[config.mk]
export PLATFORM = sky130hd
export DESIGN_NAME = cc_rd_fill_rsp_rx
export DESIGN_NICKNAME = d
export VERILOG_FILES = /design/src/rtl/cc_rd_fill_rsp_rx_pkg.sv /design/src/rtl/cc_rd_fill_rsp_rx_timeout_ctr.sv /design/src/rtl/cc_rd_fill_rsp_rx.sv
export SDC_FILE = /design/constraint.sdc
export NUM_CORES = 1
export LEC_CHECK = 0
export CORE_ASPECT_RATIO = 0.5
export CORE_UTILIZATION = 54
export CTS_BUF_LIST = sky130_fd_sc_hd__clkbuf_8
export DETAILED_ROUTE_END_ITERATION = 8
export PLACE_DENSITY = 0.83
export RECOVER_POWER = 100
export SYNTH_ARGS = -nofsm -noshare
export SYNTH_HDL_FRONTEND = slang
export SYNTH_SLANG_ARGS = --single-unit
[constraint.sdc]
create_clock -name clk -period 10.65 [get_ports clk]
set_input_delay 1.5975 -clock clk [delete_from_list [all_inputs] [get_ports clk]]
set_output_delay 1.5975 -clock clk [all_outputs]
set_load 0.01 [all_outputs]
[src/rtl/cc_rd_fill_rsp_rx_pkg.sv]
// rtl/cc_rd_fill_rsp_rx_pkg.sv - shared constants and state encoding for the CC_RD_FILL response receiver
// Purpose: command code, status bit positions and one-hot state encoding used by cc_rd_fill_rsp_rx.
// Ports: none (package).
package cc_rd_fill_rsp_rx_pkg;

  localparam logic [4:0] CC_RD_FILL = 5'd8;

  // Bit positions inside status = {timeout, len_err, bad_rc, remote_err, csn_err}
  localparam int STAT_CSN_ERR    = 0;
  localparam int STAT_REMOTE_ERR = 1;
  localparam int STAT_BAD_RC     = 2;
  localparam int STAT_LEN_ERR    = 3;
  localparam int STAT_TIMEOUT    = 4;

  // One-hot state indices
  localparam int ST_IDLE  = 0;
  localparam int ST_RSN   = 1;
  localparam int ST_RC    = 2;
  localparam int ST_HDR   = 3;
  localparam int ST_DATA  = 4;
  localparam int ST_DRAIN = 5;
  localparam int ST_DONE  = 6;

  typedef enum logic [6:0] {
    S_IDLE  = 7'(1 << ST_IDLE),
    S_RSN   = 7'(1 << ST_RSN),
    S_RC    = 7'(1 << ST_RC),
    S_HDR   = 7'(1 << ST_HDR),
    S_DATA  = 7'(1 << ST_DATA),
    S_DRAIN = 7'(1 << ST_DRAIN),
    S_DONE  = 7'(1 << ST_DONE)
  } state_t;

endpackage

[src/rtl/cc_rd_fill_rsp_rx_timeout_ctr.sv]
// rtl/cc_rd_fill_rsp_rx_timeout_ctr.sv - clear/enable idle counter with terminal-count pulse
// Purpose: counts enabled cycles since the last clear; tc_o is high on the cycle the count
//   sits at TERMINAL while enabled and not being cleared.
// Ports: clk_i, rst_i (async, active-high), clr_i (sync clear), en_i (count enable), tc_o.
module rsp_timeout_ctr #(
  parameter int W        = 20,
  parameter int TERMINAL = 999_999
) (
  input  logic clk_i,
  input  logic rst_i,
  input  logic clr_i,
  input  logic en_i,
  output logic tc_o
);

  logic [W-1:0] cnt_q;

  always_ff @(posedge clk_i or posedge rst_i) begin
    if (rst_i) begin
      cnt_q <= '0;
    end else if (clr_i) begin
      cnt_q <= '0;
    end else if (en_i) begin
      cnt_q <= cnt_q + 1'b1;
    end
  end

  // A clear in the same cycle means a word was accepted, so no timeout.
  assign tc_o = en_i && !clr_i && (cnt_q == W'(TERMINAL));

endmodule

[src/rtl/cc_rd_fill_rsp_rx.sv]
// rtl/cc_rd_fill_rsp_rx.sv - master-side receiver for the CC_RD_FILL response packet
// Purpose: checks RSN against the issued CSN and RC against the CC, latches the 128-bit fill
//   header, forwards ADC words downstream, checks packet length against the header burst count
//   and reports status/sum with a one-cycle done pulse.
// Ports: clk, reset (async, active-high); start/expected_csn/expected_cc arm the receiver;
//   rx_* AXIS slave from Aurora RX; m_* AXIS master to the data FIFO; fill_header/header_valid;
//   busy, done, status, data_sum to the command sequencer.
module cc_rd_fill_rsp_rx
  import cc_rd_fill_rsp_rx_pkg::*;
#(
  parameter int TIMEOUT_CYCLES = 1_000_000,
  parameter int TO_W           = 20
) (
  input  logic         clk,
  input  logic         reset,
  input  logic         start,
  input  logic [31:0]  expected_csn,
  input  logic [4:0]   expected_cc,
  input  logic [31:0]  rx_tdata,
  input  logic         rx_tvalid,
  input  logic         rx_tlast,
  output logic         rx_tready,
  output logic [31:0]  m_tdata,
  output logic         m_tvalid,
  output logic         m_tlast,
  input  logic         m_tready,
  output logic [127:0] fill_header,
  output logic         header_valid,
  output logic         busy,
  output logic         done,
  output logic [4:0]   status,
  output logic [31:0]  data_sum
);

  state_t         state_q, state_d;
  logic [31:0]    csn_q;
  logic [4:0]     cc_q;
  logic [4:0]     status_q, status_d;
  logic [31:0]    sum_q, sum_d;
  logic [23:0]    wl_q, wl_d;       // 24 bits: a count of 21'h1FFFFF loads 2^23
  logic [1:0]     hidx_q, hidx_d;
  logic [127:0]   hdr_q, hdr_d;
  logic           hv_q, hv_d;
  logic           accept, to_en, to_clr, to_tc;
  logic           in_data;

  assign in_data = (state_q == S_DATA);
  assign to_en   = (state_q == S_RSN) || (state_q == S_RC) || (state_q == S_HDR) ||
                   in_data || (state_q == S_DRAIN);
  assign busy    = to_en;
  assign done    = (state_q == S_DONE);

  // DATA is a straight pass-through, so upstream ready follows downstream ready.
  assign rx_tready = (state_q == S_RSN) || (state_q == S_RC) || (state_q == S_HDR) ||
                     (state_q == S_DRAIN) || (in_data && m_tready);
  assign accept    = rx_tvalid && rx_tready;
  assign m_tvalid  = in_data && rx_tvalid;
  assign m_tdata   = in_data ? rx_tdata : 32'd0;
  assign m_tlast   = in_data && (rx_tlast || (wl_q == 24'd1));

  assign fill_header  = hdr_q;
  assign header_valid = hv_q;
  assign status       = done ? status_q : 5'd0;
  assign data_sum     = done ? sum_q : 32'd0;

  assign to_clr = (start && state_q == S_IDLE) || accept;

  rsp_timeout_ctr #(
    .W        (TO_W),
    .TERMINAL (TIMEOUT_CYCLES - 1)
  ) u_timeout (
    .clk_i (clk),
    .rst_i (reset),
    .clr_i (to_clr),
    .en_i  (to_en),
    .tc_o  (to_tc)
  );

  always_comb begin
    state_d  = state_q;
    status_d = status_q;
    sum_d    = sum_q;
    wl_d     = wl_q;
    hidx_d   = hidx_q;
    hdr_d    = hdr_q;
    hv_d     = 1'b0;
    unique case (state_q)
      S_IDLE: begin
        if (start) begin
          status_d = '0;
          sum_d    = '0;
          wl_d     = '0;
          hidx_d   = '0;
          state_d  = S_RSN;
        end
      end
      S_RSN: begin
        if (accept) begin
          if (rx_tdata != csn_q) status_d[STAT_CSN_ERR] = 1'b1;
          if (rx_tlast) begin
            status_d[STAT_LEN_ERR] = 1'b1;
            state_d = S_DONE;
          end else begin
            state_d = S_RC;
          end
        end
      end
      S_RC: begin
        if (accept) begin
          if (rx_tdata == {27'd0, cc_q}) begin
            if (rx_tlast) begin
              status_d[STAT_LEN_ERR] = 1'b1;
              state_d = S_DONE;
            end else begin
              state_d = S_HDR;
            end
          end else if (rx_tdata == ~{27'd0, cc_q}) begin
            // Remote error response must end right here.
            status_d[STAT_REMOTE_ERR] = 1'b1;
            if (rx_tlast) begin
              state_d = S_DONE;
            end else begin
              status_d[STAT_LEN_ERR] = 1'b1;
              state_d = S_DRAIN;
            end
          end else begin
            status_d[STAT_BAD_RC] = 1'b1;
            state_d = rx_tlast ? S_DONE : S_DRAIN;
          end
        end
      end
      S_HDR: begin
        if (accept) begin
          hdr_d[{hidx_q, 5'd0} +: 32] = rx_tdata;
          hidx_d = hidx_q + 2'd1;
          if (hidx_q == 2'd3) begin
            hv_d = 1'b1;
            // (B+1)*4 data words follow; B sits in header bits 84:64 (word 2).
            wl_d = ({3'd0, hdr_q[84:64]} + 24'd1) << 2;
          end
          if (rx_tlast) begin
            status_d[STAT_LEN_ERR] = 1'b1;
            state_d = S_DONE;
          end else if (hidx_q == 2'd3) begin
            state_d = S_DATA;
          end
        end
      end
      S_DATA: begin
        if (accept) begin
          sum_d = sum_q + rx_tdata;
          wl_d  = wl_q - 24'd1;
          if (rx_tlast) begin
            if (wl_q != 24'd1) status_d[STAT_LEN_ERR] = 1'b1;
            state_d = S_DONE;
          end else if (wl_q == 24'd1) begin
            status_d[STAT_LEN_ERR] = 1'b1;
            state_d = S_DRAIN;
          end
        end
      end
      S_DRAIN: begin
        if (accept && rx_tlast) state_d = S_DONE;
      end
      S_DONE: begin
        state_d = S_IDLE;
      end
      default: begin
        state_d = S_IDLE;
      end
    endcase
    // Timeout wins only when nothing was accepted this cycle (tc is gated by clear).
    if (to_tc) begin
      status_d[STAT_TIMEOUT] = 1'b1;
      state_d = S_DONE;
    end
  end

  always_ff @(posedge clk or posedge reset) begin
    if (reset) begin
      state_q  <= S_IDLE;
      csn_q    <= '0;
      cc_q     <= '0;
      status_q <= '0;
      sum_q    <= '0;
      wl_q     <= '0;
      hidx_q   <= '0;
      hdr_q    <= '0;
      hv_q     <= 1'b0;
    end else begin
      state_q  <= state_d;
      status_q <= status_d;
      sum_q    <= sum_d;
      wl_q     <= wl_d;
      hidx_q   <= hidx_d;
      hdr_q    <= hdr_d;
      hv_q     <= hv_d;
      if (state_q == S_IDLE && start) begin
        csn_q <= expected_csn;
        cc_q  <= expected_cc;
      end
    end
  end

endmodule

---- Yosys cells after proc, flatten, opt, wreduce, memory -nomap -nowiden ----
Cells that the tools add are included.
word-level totals
  register bits after elaboration ......... 256
  output and inout bits ................... 203
  logic and storage cells ................. 154
cells by class
  $add $sub $neg .......................... 6
  eq/ne operators ......................... 37
  shifts and indexed selects .............. 2
  mux-type cells .......................... 57
  bitwise gates (word level) .............. 1
  reduce and logical (&&, ||, !) cells .... 37
operators with widths
  kind                                                                       number
  128-bit bitwise mux                                                        1
  32-bit two-way mux                                                         4
  32-bit by 9-bit variable shift with 128-bit output (first input constant)  1
  32-bit by 9-bit variable part select with 128-bit output                   1
  7-bit two-way mux                                                          15
  24-bit two-way mux                                                         4
  24-bit case mux with 3 select lines                                        1
  32-bit case mux with 2 select lines                                        1
  7-bit case mux with 6 select lines                                         1
  20-bit two-way mux                                                         2
  32-bit adder                                                               1
  32-bit == test                                                             1
  32-bit by 5-bit == test with 1-bit output                                  1
  32-bit inequality test                                                     1
  5-bit NOT with 32-bit output                                               1
  24-bit by 1-bit == test with 1-bit output (second input constant)          1
  24-bit by 1-bit inequality test with 1-bit output (second input constant)  1
  24-bit by 1-bit subtractor with 24-bit output (second input constant)      1
  21-bit by 1-bit adder with 22-bit output (second input constant)           1
  20-bit by 1-bit adder with 20-bit output (second input constant)           1
  20-bit == test (second input constant)                                     1
  1-bit two-way mux                                                          18
  3-bit inequality test (second input constant)                              5
  5-bit AND reduction                                                        3
  other kinds (33)                                                           72

---- Depth between registers and ports, before layout ----
Gate-level depths: netlist of run 1.
  word-level depth ........................ 12
  gate-level depth with buffers ........... 10
  gate-level depth less buffers ........... 10

---- Modules after synthesis ----
A second synthesis of run 1 with hierarchy kept.
unflattened totals
  cells, all modules ...................... 1626
  area, all modules ....................... 14176.1 um2
modules (own cells, without submodules)
  module             instances  cells each  area each (um2)  seq. area each (um2)
  cc_rd_fill_rsp_rx  1          1519        13136.3          5906.9
  rsp_timeout_ctr    1          107         1039.7           500.5

---- Least setup slack after synthesis of run 1 ----
OpenSTA, ideal clock, no wires.
  path kind ............................... input to register
  from .................................... in rx_tdata[0]
  to ...................................... reg sum_q[30]
  setup time .............................. 0.125 ns
  data arrival time ....................... 3.627 ns
  slack ................................... 6.899 ns
  stages .................................. 10
  cells stage by stage .................... ha_1 fa_1 a21oi_1 nand4b_1 a21boi_0 o21ai_0 a211oi_1 a221oi_1 mux2i_1 nand2_1
on the way
  cells in the longest elaborated chain, start to end .. 3
RTL lines
  what                                 line                      RTL
  start, declared                      cc_rd_fill_rsp_rx.sv:19   input logic [31:0] rx_tdata,
  32-bit adder                         cc_rd_fill_rsp_rx.sv:151  sum_d = sum_q + rx_tdata;
  32-bit two-way mux                   cc_rd_fill_rsp_rx.sv:150  if (accept) begin
  32-bit case mux with 2 select lines  cc_rd_fill_rsp_rx.sv:87   unique case (state_q)
  end signal, assigned                 cc_rd_fill_rsp_rx.sv:193  sum_q <= sum_d;
  end, declared                        cc_rd_fill_rsp_rx.sv:39   logic [31:0] sum_q, sum_d;
No other way between the ends. The select of a mux whose other input is x is not followed.
A chain may end at the register's enable or synchronous reset.

---- Worst setup path in the final report of run 1 ----
  from .................................... reg state_q[1]
  to ...................................... reg sum_q[30]
on the way
  cells in the longest elaborated chain, start to end .. 8
  elaborated cells between the ends (all ways) .. 17
  those cells by class .................... eq/ne: 8; mux: 1; reduce/logical: 8
RTL lines
  what                                                                                                         line                      RTL
  start, declared                                                                                              cc_rd_fill_rsp_rx.sv:35   state_t state_q, state_d;
  start signal, assigned                                                                                       cc_rd_fill_rsp_rx.sv:191  state_q <= state_d;
  7-bit by 2-bit == test with 1-bit output / 7-bit by 3-bit == test with 1-bit output (equally long branches)  cc_rd_fill_rsp_rx.sv:54   assign rx_tready = (state_q == S_RSN) || (state_q == S_RC) || (state_q == S_HDR) ||
  1-bit logical OR (3 in series)                                                                               cc_rd_fill_rsp_rx.sv:54
  1-bit logical OR                                                                                             cc_rd_fill_rsp_rx.sv:55   (state_q == S_DRAIN) || (in_data && m_tready);
  1-bit logical AND                                                                                            cc_rd_fill_rsp_rx.sv:56   assign accept = rx_tvalid && rx_tready;
  2-bit inequality test (no line)                                                                              --
  3-bit AND reduction (no line)                                                                                --
Several ways; a longest one is shown, not always the timed one.

==> out/qor.yml, run 1 <==
placed_design:
  gp_congestion: 0.960
  place_hpwl_um: 31300
  numPortBuffers: 277
  place_inst: 2228
  pre_cts_slack_ps: 5730
timing:
  slew_violations: 573
  rsz0062_at_grt: "false"
  fin_crit_sh_pct: 60.4
  relSlewSlack_pct: -232
  tightest_slew_ps: 4950
  setup_viol: 0
  skew_ps: 39.7
  finalHoldViolCount: 0
  finalSetupTns_ps: 0
  fmax_mhz: 155
  fin_crit_ps: 6430
  setup_slack_ps: 4220
  hold-worst-slack_ps: 470
synthesis:
  syn_area_mm2: 0.0142
  synth.ff_latch_count: 256
  synth_area_leader_cell: "dfrtp_1"
  postSynthAreaPerCell_um2: 8.32
  synthCells: 1709
  synthArstFlopShare_pct: 100
  synth-warning-count: 0
  synthTopCellsByArea: "dfrtp_1, nand2_1, xor2_1"
  synth.net_count: 1826
  synth_top_area_share_pct: 44.9
  ys_types: 73
  synth-seq-area-share_pct: 45.1
  synth_ff_type: "dfrtp_1"
  synth_edf_count: 0
cells_and_area:
  nets: 2041
  drive_gt1_share_pct: 4.72
  instances_no_fill: 2297
  finish.utilization_pct: 70.0
  area_growth_pct: 25.8
global_routing:
  track_usage_pct: 33.2
  grt_max_degree: 111
  grt_overflow: 0
  grt_pass1_wl_um: 69300
  antenna_found_initial: 2
  grt_pass1_vias: 12335
drt:
  drt_pass1_iterations: 6
  drt_iter0_markers: 1367
  vias: 13499
  antenna_left: 0
  route.detailed.drc: 0
  vias_per_cell: 5.88
  wirelength_um: 45200
  routedWlPerCell_um: 19.7
clock_network:
  cts.sinks: 256
  cts.path.max_buffers: 3
  cts_setup_buffers: 0
  clkTransAtPathRegs_ps: 70
  numCtsBuffers: 38
  root_buffer: "clkbuf_8"
  clock_latency_ps: 560
  cts.htree.levels: 2
  tritoncts: "yes"
  cts.repair.resized: 0
  hold_buffers: 0
setup_path:
  arrival_ps: 6920
  cp_max_fo: 48
  criticalPathCategory: "flip-flop to flip-flop"
  slowest_delay_ps: 1560
  end_kind: "flip-flop"
  cpMostUsedCell: "nand2_1"
  cp_slowest_cell: "clkbuf_1"
  worstPathCellList: "nor4_1, nand2_1, nor2_2, clkbuf_1, nand2_1, clkbuf_1, nor4b_1, a311oi_1, nand2_1"
  cp_data_required_time_ps: 11130
  r2r_cells: 9
  start_kind: "flip-flop"
power:
  p_int_w: 0.00167
  p_leak_nw: 8.34
  pwr-share-comb_pct: 20.3
  p_sw_w: 0.000811
  pwr-share-seq_pct: 45.1
  switching_share_pct: 32.7
  pwr-share-clk_pct: 34.7
  power_per_cell_area_mw_per_mm2: 139
  ir_drop_mv: 0.0925
worst_hold_path:
  hold_path_class: "flip-flop to flip-flop"
  holdPathStages: 1
floorplanning:
  rows: 41
  die_h_um: 117
  coreArea_mm2: 0.0255
  fp.dieW_um: 232
  die_area_mm2: 0.0270
  io_pins: 278
  start_util_pct: 55.7
outcome:
  status: "finished with violations"
  violations: "max-capacitance violations, max-slew violations"
flow_run:
  drv_cap: 10
-- routing by layer --
metal,track usage (%),part of all wire [%]
met4,12.7,3.6
met1,46.0,43
met2,52.5,46
met3,6.08,7.8
met5,0,0
-- power by group through the flow --
stage / Sequential [W] / Combinational [W] / Clock (W)
after global routing: 0.00112 / 0.000555 / 0.000904
final: 0.00112 / 0.000502 / 0.000859
after detailed placement: 0.00113 / 0.000503 / 0
after CTS: 0.00112 / 0.000506 / 0.000859
after global placement: 0.00113 / 0.000492 / 0
after floorplan: 0.00112 / 0.000361 / 0
-- synthesized netlist by cell type, drive strengths merged (4+ instances only) --
cell type and count:
or4 6, xnor2 26, xor2 68, a22o 11, o22ai 10, dfrtp 255, buf 10, inv 26
nor2 80, nand4 25, nor4b 4, nand3 58, o2111ai 4, nand2 442, nand2b 6, o21ai 211
or2 6, mux2i 4, clkbuf 109, o31ai 4, nor2b 8, a221oi 4, nor3b 10, and3 10
nor3 18, a21o 17, a31oi 12, and2 75, ha 41, or3 10, nor4 29, a21oi 54
-- cells in the final DEF (no fill, tap or decap), types with 10 or more instances in the layout --
cell / count
nand2_1: 441
dfrtp_1: 255
o21ai_0: 195
dlygate4sd3_1: 159
clkdlybuf4s50_1: 118
nor2_1: 78
xor2_1: 68
nand3_1: 57
a21oi_1: 54
clkbuf_8: 50
and2_0: 45
ha_1: 41
inv_1: 33
and2_1: 30
nor4_1: 27
xnor2_1: 26
nand4_1: 25
a21o_1: 17
nor3_1: 17
o21ai_1: 16
a31oi_1: 12
a22o_1: 11
buf_4: 11
o22ai_1: 10
and3_1: 10
or3_1: 10
-- registers in the layout (all words and copies together) (netlist names) --
register         count
cc_q                 5
csn_q               32
fill_header        128
header_valid         1
hidx_q               2
state_q              7
status_q             5
sum_q               32
u_timeout.cnt_q     20
wl_q                24
-- critical path, delay by kind of cell (launching register included) --
kind,cells,cell delay (ps)
and+or+nand+nor,6,3330
buffers and inverters,2,2420
DFF,1,460
AOI/OAI and AO/OA,1,140
-- logic make-up after synthesis --
logic type | after synthesis | synth area share (%)
compound gates | 367 | 15.1
xor+xnor | 94 | 5.79
fa+ha+maj | 42 | 3.75
buf+inv | 145 | 3.84
flops | 256 | 45.1
mux | 5 | 0.361
simple gates | 800 | 26.2
-- area by class of cell --
class	instances	area [um^2]
Fill cell	2006	7660
Multi-Input combinational cell	1308	7270
Sequential cell	256	6410
Timing Repair Buffer	294	2880
Clock buffer	50	688
Tap cell	344	430
Clock inverter	17	108
Inverter	26	98.8
Antenna cell	2	5.00
-- metrics by stage --
step	cell area, um^2	power [W]
CTS	18000	0.00248
global placement	17200	0.00162
finish	17900	0.00248
floorplan	14200	0.00148
detailed placement	17200	0.00164
global route	17900	0.00258
-- final timing paths --
kind / from / to / slack (ps)
max in group asynchronous: reset / fill_header[62] / 5050
min: status_q[4] / status_q[4] / 470
max reg2reg: state_q[1] / sum_q[30] / 4220
min reg2reg: status_q[4] / status_q[4] / 470
max: state_q[1] / sum_q[30] / 4220
min in group asynchronous: reset / wl_q[21] / 3020
Note: power is estimated with default switching activity, not from simulation.
==> run 2: changes to the inputs <==
Clock period 10.65 ns to 6.6 ns, I/O delays scaled along.
==> run 2 against run 1 <==
  * The flow still finishes with violations (max-capacitance violations, max-slew violations)
  * Sequential power grew 60%
  * First-iteration DRC count rose by 8.7%
  * Clock power rose by 61%
  * Critical path depth down 4
  * Combinational power up 62%
  * Sequential share of layout area is 0.068 points higher
  * Design area fell by 0.19%
  * Sequential cell count did not move
  * Wire length about the same
  * Largest power group unchanged
  * Clock-buffer cell count fell by 2
  * Clock skew up 8.4 ps
  * Highest routed layer unchanged
  * Non-clock buffer count decreased by 3
==> out/qor.yml, run 2 (synthesized netlist as in run 1, its figures left out) <==
setup_path:
  slowest_delay_ps: 1220
  cp_max_fo: 38
  r2r_cells: 8
  cp_data_required_time_ps: 5610
  path_delay_family: "buffers and inverters"
  regToRegEndpoint: "sum_q[31]"
  r2r-start: "state_q[1]"
  reg2reg_slack_ps: 1650
  cp_slowest_cell: "clkbuf_1"
  crit_buf_inv: 2
  worstPathCellList: "nor4_1, nor4b_1, clkbuf_1, and2_1, dlygate4sd3_1"
  start_kind: "flip-flop"
  arrival_ps: 4290
  criticalPathCategory: "flip-flop to primary output"
  end_kind: "primary output"
cells_and_area:
  layout_commonest_cell: "nand2_1"
  instances_no_fill: 2290
  drive_gt1_share_pct: 4.48
  final_cell_mix: "nand2_1, dfrtp_1, o21ai_0, dlygate4sd3_1, clkdlybuf4s50_1"
  largest_reg_flops: 128
  area_growth_pct: 25.5
  finish.utilization_pct: 69.9
  nFillCells: 2092
  fin_area_mm2: 0.0178
  nets: 2038
power:
  switching_share_pct: 32.4
  pwr-share-seq_pct: 44.9
  p_int_w: 0.00270
  pwr-share-clk_pct: 34.7
  ir_drop_mv: 0.144
  p_leak_nw: 8.34
  p_sw_w: 0.00129
  pwr-share-comb_pct: 20.4
  power_per_cell_area_mw_per_mm2: 224
global_routing:
  grt_pass1_vias: 12263
  grt_pass1_wl_um: 69100
  track_usage_pct: 33.1
  grt_overflow: 0
  grt_max_degree: 129
  antenna_found_initial: 1
floorplanning:
  die_h_um: 117
  start_util_pct: 55.7
  io_pins: 278
  fp.dieW_um: 232
  coreArea_mm2: 0.0255
  rows: 41
  die_area_mm2: 0.0270
placed_design:
  place_inst: 2225
  numPortBuffers: 277
  placed_area_mm2: 0.0171
  pre_cts_slack_ps: 2230
  place_hpwl_um: 31100
  gp_congestion: 0.902
timing:
  slew_violations: 572
  finalSetupTns_ps: 0
  tightest_slew_ps: 3220
  fin_crit_sh_pct: 80.1
  fmax_mhz: 189
  skew_ps: 48.1
  fin_crit_ps: 5280
  relSlewSlack_pct: -115
  finalHoldViolCount: 0
  rsz0062_at_grt: "false"
  setup_viol: 0
  setup_slack_ps: 1320
clock_network:
  cts.htree.levels: 2
  tritoncts: "yes"
  cts.repair.resized: 0
  clkTransAtPathRegs_ps: 70
  hold_buffers: 0
  cts.path.max_buffers: 3
  root_buffer: "clkbuf_8"
  cts.sinks: 256
  numCtsBuffers: 38
  clock_latency_ps: 570
  cts_setup_buffers: 0
drt:
  drt_pass1_iterations: 6
  route.detailed.drc: 0
  vias_per_cell: 5.89
  antenna_left: 0
  drt_iter0_markers: 1486
  wirelength_um: 45200
  routedWlPerCell_um: 19.7
  vias: 13493
worst_hold_path:
  hold_path_class: "flip-flop to flip-flop"
  worstHoldStart: "fill_header[48]"
  hold_end: "fill_header[48]"
  holdPathStages: 2
outcome:
  status: "finished with violations"
  violations: "max-capacitance violations, max-slew violations"
flow_run:
  drv_cap: 9
-- run 2: cell count changes in the layout (fill, tap and decap cells not counted), sizes merged --
cell	before	now
buf	11	8
clkinvlp	4	1
clkbuf	56	54
bufinv	1	2
-- run 2: layer usage --
layer  vias up  global-route usage, %  routed length (um)
met2       582                   52.4               20700
met3       135                   5.35                3340
li1       6270                      -                   -
met1      6506                   46.6               19600
met5         -                      0                   0
met4         0                   11.9                1560
-- run 2: area by class of cell --
type	count	area, um^2	area share, %
Clock buffer	48	661	3.70
Timing Repair Buffer	291	2860	16.0
Inverter	26	101	0.568
Clock inverter	15	120	0.673
Sequential cell	256	6410	35.9
Antenna cell	2	5.00	0.0280
Multi-Input combinational cell	1308	7270	40.7
Tap cell	344	430	2.41
-- run 2: power by group through the flow --
stage | combinational, W | clock [W] | sequential, W
4_1_cts | 0.000821 | 0.00139 | 0.00179
5_1_grt | 0.000896 | 0.00147 | 0.00180
2_1_floorplan | 0.000582 | 0 | 0.00180
6_report | 0.000813 | 0.00138 | 0.00179
3_5_place_dp | 0.000813 | 0 | 0.00182
3_3_place_gp | 0.000792 | 0 | 0.00182
-- run 2: metrics by stage --
step	total power, W	hold WS [ps]
6_report	0.00399	471
3_5_place_dp	0.00264	469
5_1_grt	0.00417	493
2_1_floorplan	0.00238	441
3_3_place_gp	0.00261	461
4_1_cts	0.00401	484
-- run 2: worst max-delay path by stage --
stage	from	to	slack, ps	cells past startpoint
floorplan	reset	cc_q[0]	2240	1
global placement	rx_tdata[0]	sum_q[30]	2290	11
detailed placement	rx_tdata[8]	sum_q[31]	2230	10
CTS	state_q[1]	m_tdata[14]	2220	6
global route	state_q[1]	data_sum[30]	1060	5
finish	state_q[1]	data_sum[30]	1320	5
-- run 2: tightest hold or removal path: cells and delay by family (launching register included) --
kind | cells | cell delay, ps
AOI/OAI and AO/OA | 1 | 60
DFF | 1 | 340
and+or+nand+nor | 1 | 50
==> run 3: changes to the inputs <==
Clock period 6.6 ns to 5.4 ns, I/O delays scaled along.
==> run 3 against run 2 <==
  * The flow still finishes with violations (max-capacitance violations, max-slew violations)
  * Non-clock buffer count increased by 3
  * Hold slack better by 4.7 ps
  * Sequential power is 22% higher
  * Global-route usage is essentially flat
  * Die area unchanged
  * Register-to-register slack got worse by 740 ps
  * Wire length fell by 0.61%
  * Critical path depth increased by 1
  * Setup slack worse by 580 ps
  * Combinational power up 22%
  * Final cell count grew 0.44%
  * Largest power group unchanged
==> out/qor.yml, run 3 (synthesized netlist as in run 1, its figures left out) <==
drt:
  route.detailed.drc: 0
  routedWlPerCell_um: 19.5
  antenna_left: 0
  drt_pass1_iterations: 5
  vias: 13446
  vias_per_cell: 5.85
  wirelength_um: 44900
  drt_iter0_markers: 1363
placed_design:
  place_hpwl_um: 31300
  numPortBuffers: 277
  pre_cts_slack_ps: 1290
  gp_congestion: 0.954
cells_and_area:
  drive_gt1_share_pct: 4.81
  nets: 2042
  area_growth_pct: 26.6
  final_cell_mix: "nand2_1, dfrtp_1, o21ai_0, dlygate4sd3_1, clkdlybuf4s50_1"
  largest_reg_flops: 128
  layout_commonest_cell: "nand2_1"
global_routing:
  track_usage_pct: 33.1
  antenna_found_initial: 2
  grt_pass1_wl_um: 68900
  grt_overflow: 0
  grt_pass1_vias: 12315
  grt_max_degree: 139
floorplanning:
  start_util_pct: 55.7
  die_area_mm2: 0.0270
  die_h_um: 117
  rows: 41
  io_pins: 278
  fp.dieW_um: 232
  coreArea_mm2: 0.0255
flow_run:
  drv_cap: 8
outcome:
  violations: "max-capacitance violations, max-slew violations"
  status: "finished with violations"
setup_path:
  r2r-start: "state_q[1]"
  criticalPathCategory: "flip-flop to primary output"
  cp_max_fo: 32
  cp_data_required_time_ps: 4590
  critPathLaunch: "state_q[1]"
  start_kind: "flip-flop"
  arrival_ps: 3860
  end_kind: "primary output"
power:
  power_per_cell_area_mw_per_mm2: 282
  ir_drop_mv: 0.208
  p_leak_nw: 8.41
timing:
  rsz0062_at_grt: "false"
  setup_slack_ps: 733
  slew_violations: 573
  finalHoldViolCount: 0
  setup_viol: 0
  hold-worst-slack_ps: 475
  finalSetupTns_ps: 0
  relSlewSlack_pct: -47.5
  tightest_slew_ps: 2210
  skew_ps: 22.9
  fmax_mhz: 214
  fin_crit_sh_pct: 86.4
  fin_crit_ps: 4670
clock_network:
  cts.sinks: 256
  cts.htree.levels: 2
  clkTransAtPathRegs_ps: 70
  root_buffer: "clkbuf_8"
  cts_setup_buffers: 0
  cts.repair.resized: 0
  numCtsBuffers: 39
  hold_buffers: 0
  clock_latency_ps: 560
  tritoncts: "yes"
  cts.path.max_buffers: 3
worst_hold_path:
  hold_path_class: "flip-flop to flip-flop"
  worstHoldStart: "fill_header[15]"
run 3: final cells by class:
class                   instances  area (um^2)
flip-flops and latches        256         6410
multi-input cells            1308         7280
clock buffers                  50          688
well taps                     344          430
inverters                      26         98.8
repair buffers                294         2880
clock inverters                20          216
fillers                      1972         7540
diodes                          2         5.00
run 3: stage by stage:
stage / utilization (%) / std cells / instance area [um^2] / power, W
floorplan: - / 1709 / 14200 / 0.00291
global placement: 67.2 / 2228 / 17200 / 0.00319
detailed placement: 67.2 / 2228 / 17200 / 0.00322
CTS: 70.8 / 2298 / 18100 / 0.00509
global route: 70.5 / 2299 / 18000 / 0.00530
finish: 70.5 / 2300 / 18000 / 0.00507
run 3: final timing paths:
kind	end	slack, ps	cells past startpoint
max reg2reg	sum_q[14]	910	7
min	fill_header[15]	480	2
max in group asynchronous	sum_q[10]	1640	3
min in group asynchronous	wl_q[15]	1010	2
min reg2reg	fill_header[15]	480	2
max	m_tdata[14]	730	6
run 3: routing by layer:
metal,up-vias,wire (um),GRT usage (%)
li1,6279,-,-
met1,6456,19400,46.1
met2,577,20300,51.3
met3,134,3470,5.96
met4,0,1760,14.7
met5,-,0,0
run 3: where the power goes:
| group | internal [W] | leakage, nW | switching, W | total, W |
|---|---|---|---|---|
| Clock | 0.00107 | 0.498 | 0.000812 | 0.00189 |
| Combinational | 0.000334 | 4.40 | 0.000659 | 0.000993 |
| Sequential | 0.00207 | 3.51 | 0.000120 | 0.00219 |
run 3: worst max-delay path, cell delays in order (launching register included):
cell,delay (ps)
dfrtp_1,470
nor4_4,450
nand2_1,150
nor2_1,920
buf_4,470
and2_1,170
dlygate4sd3_1,640
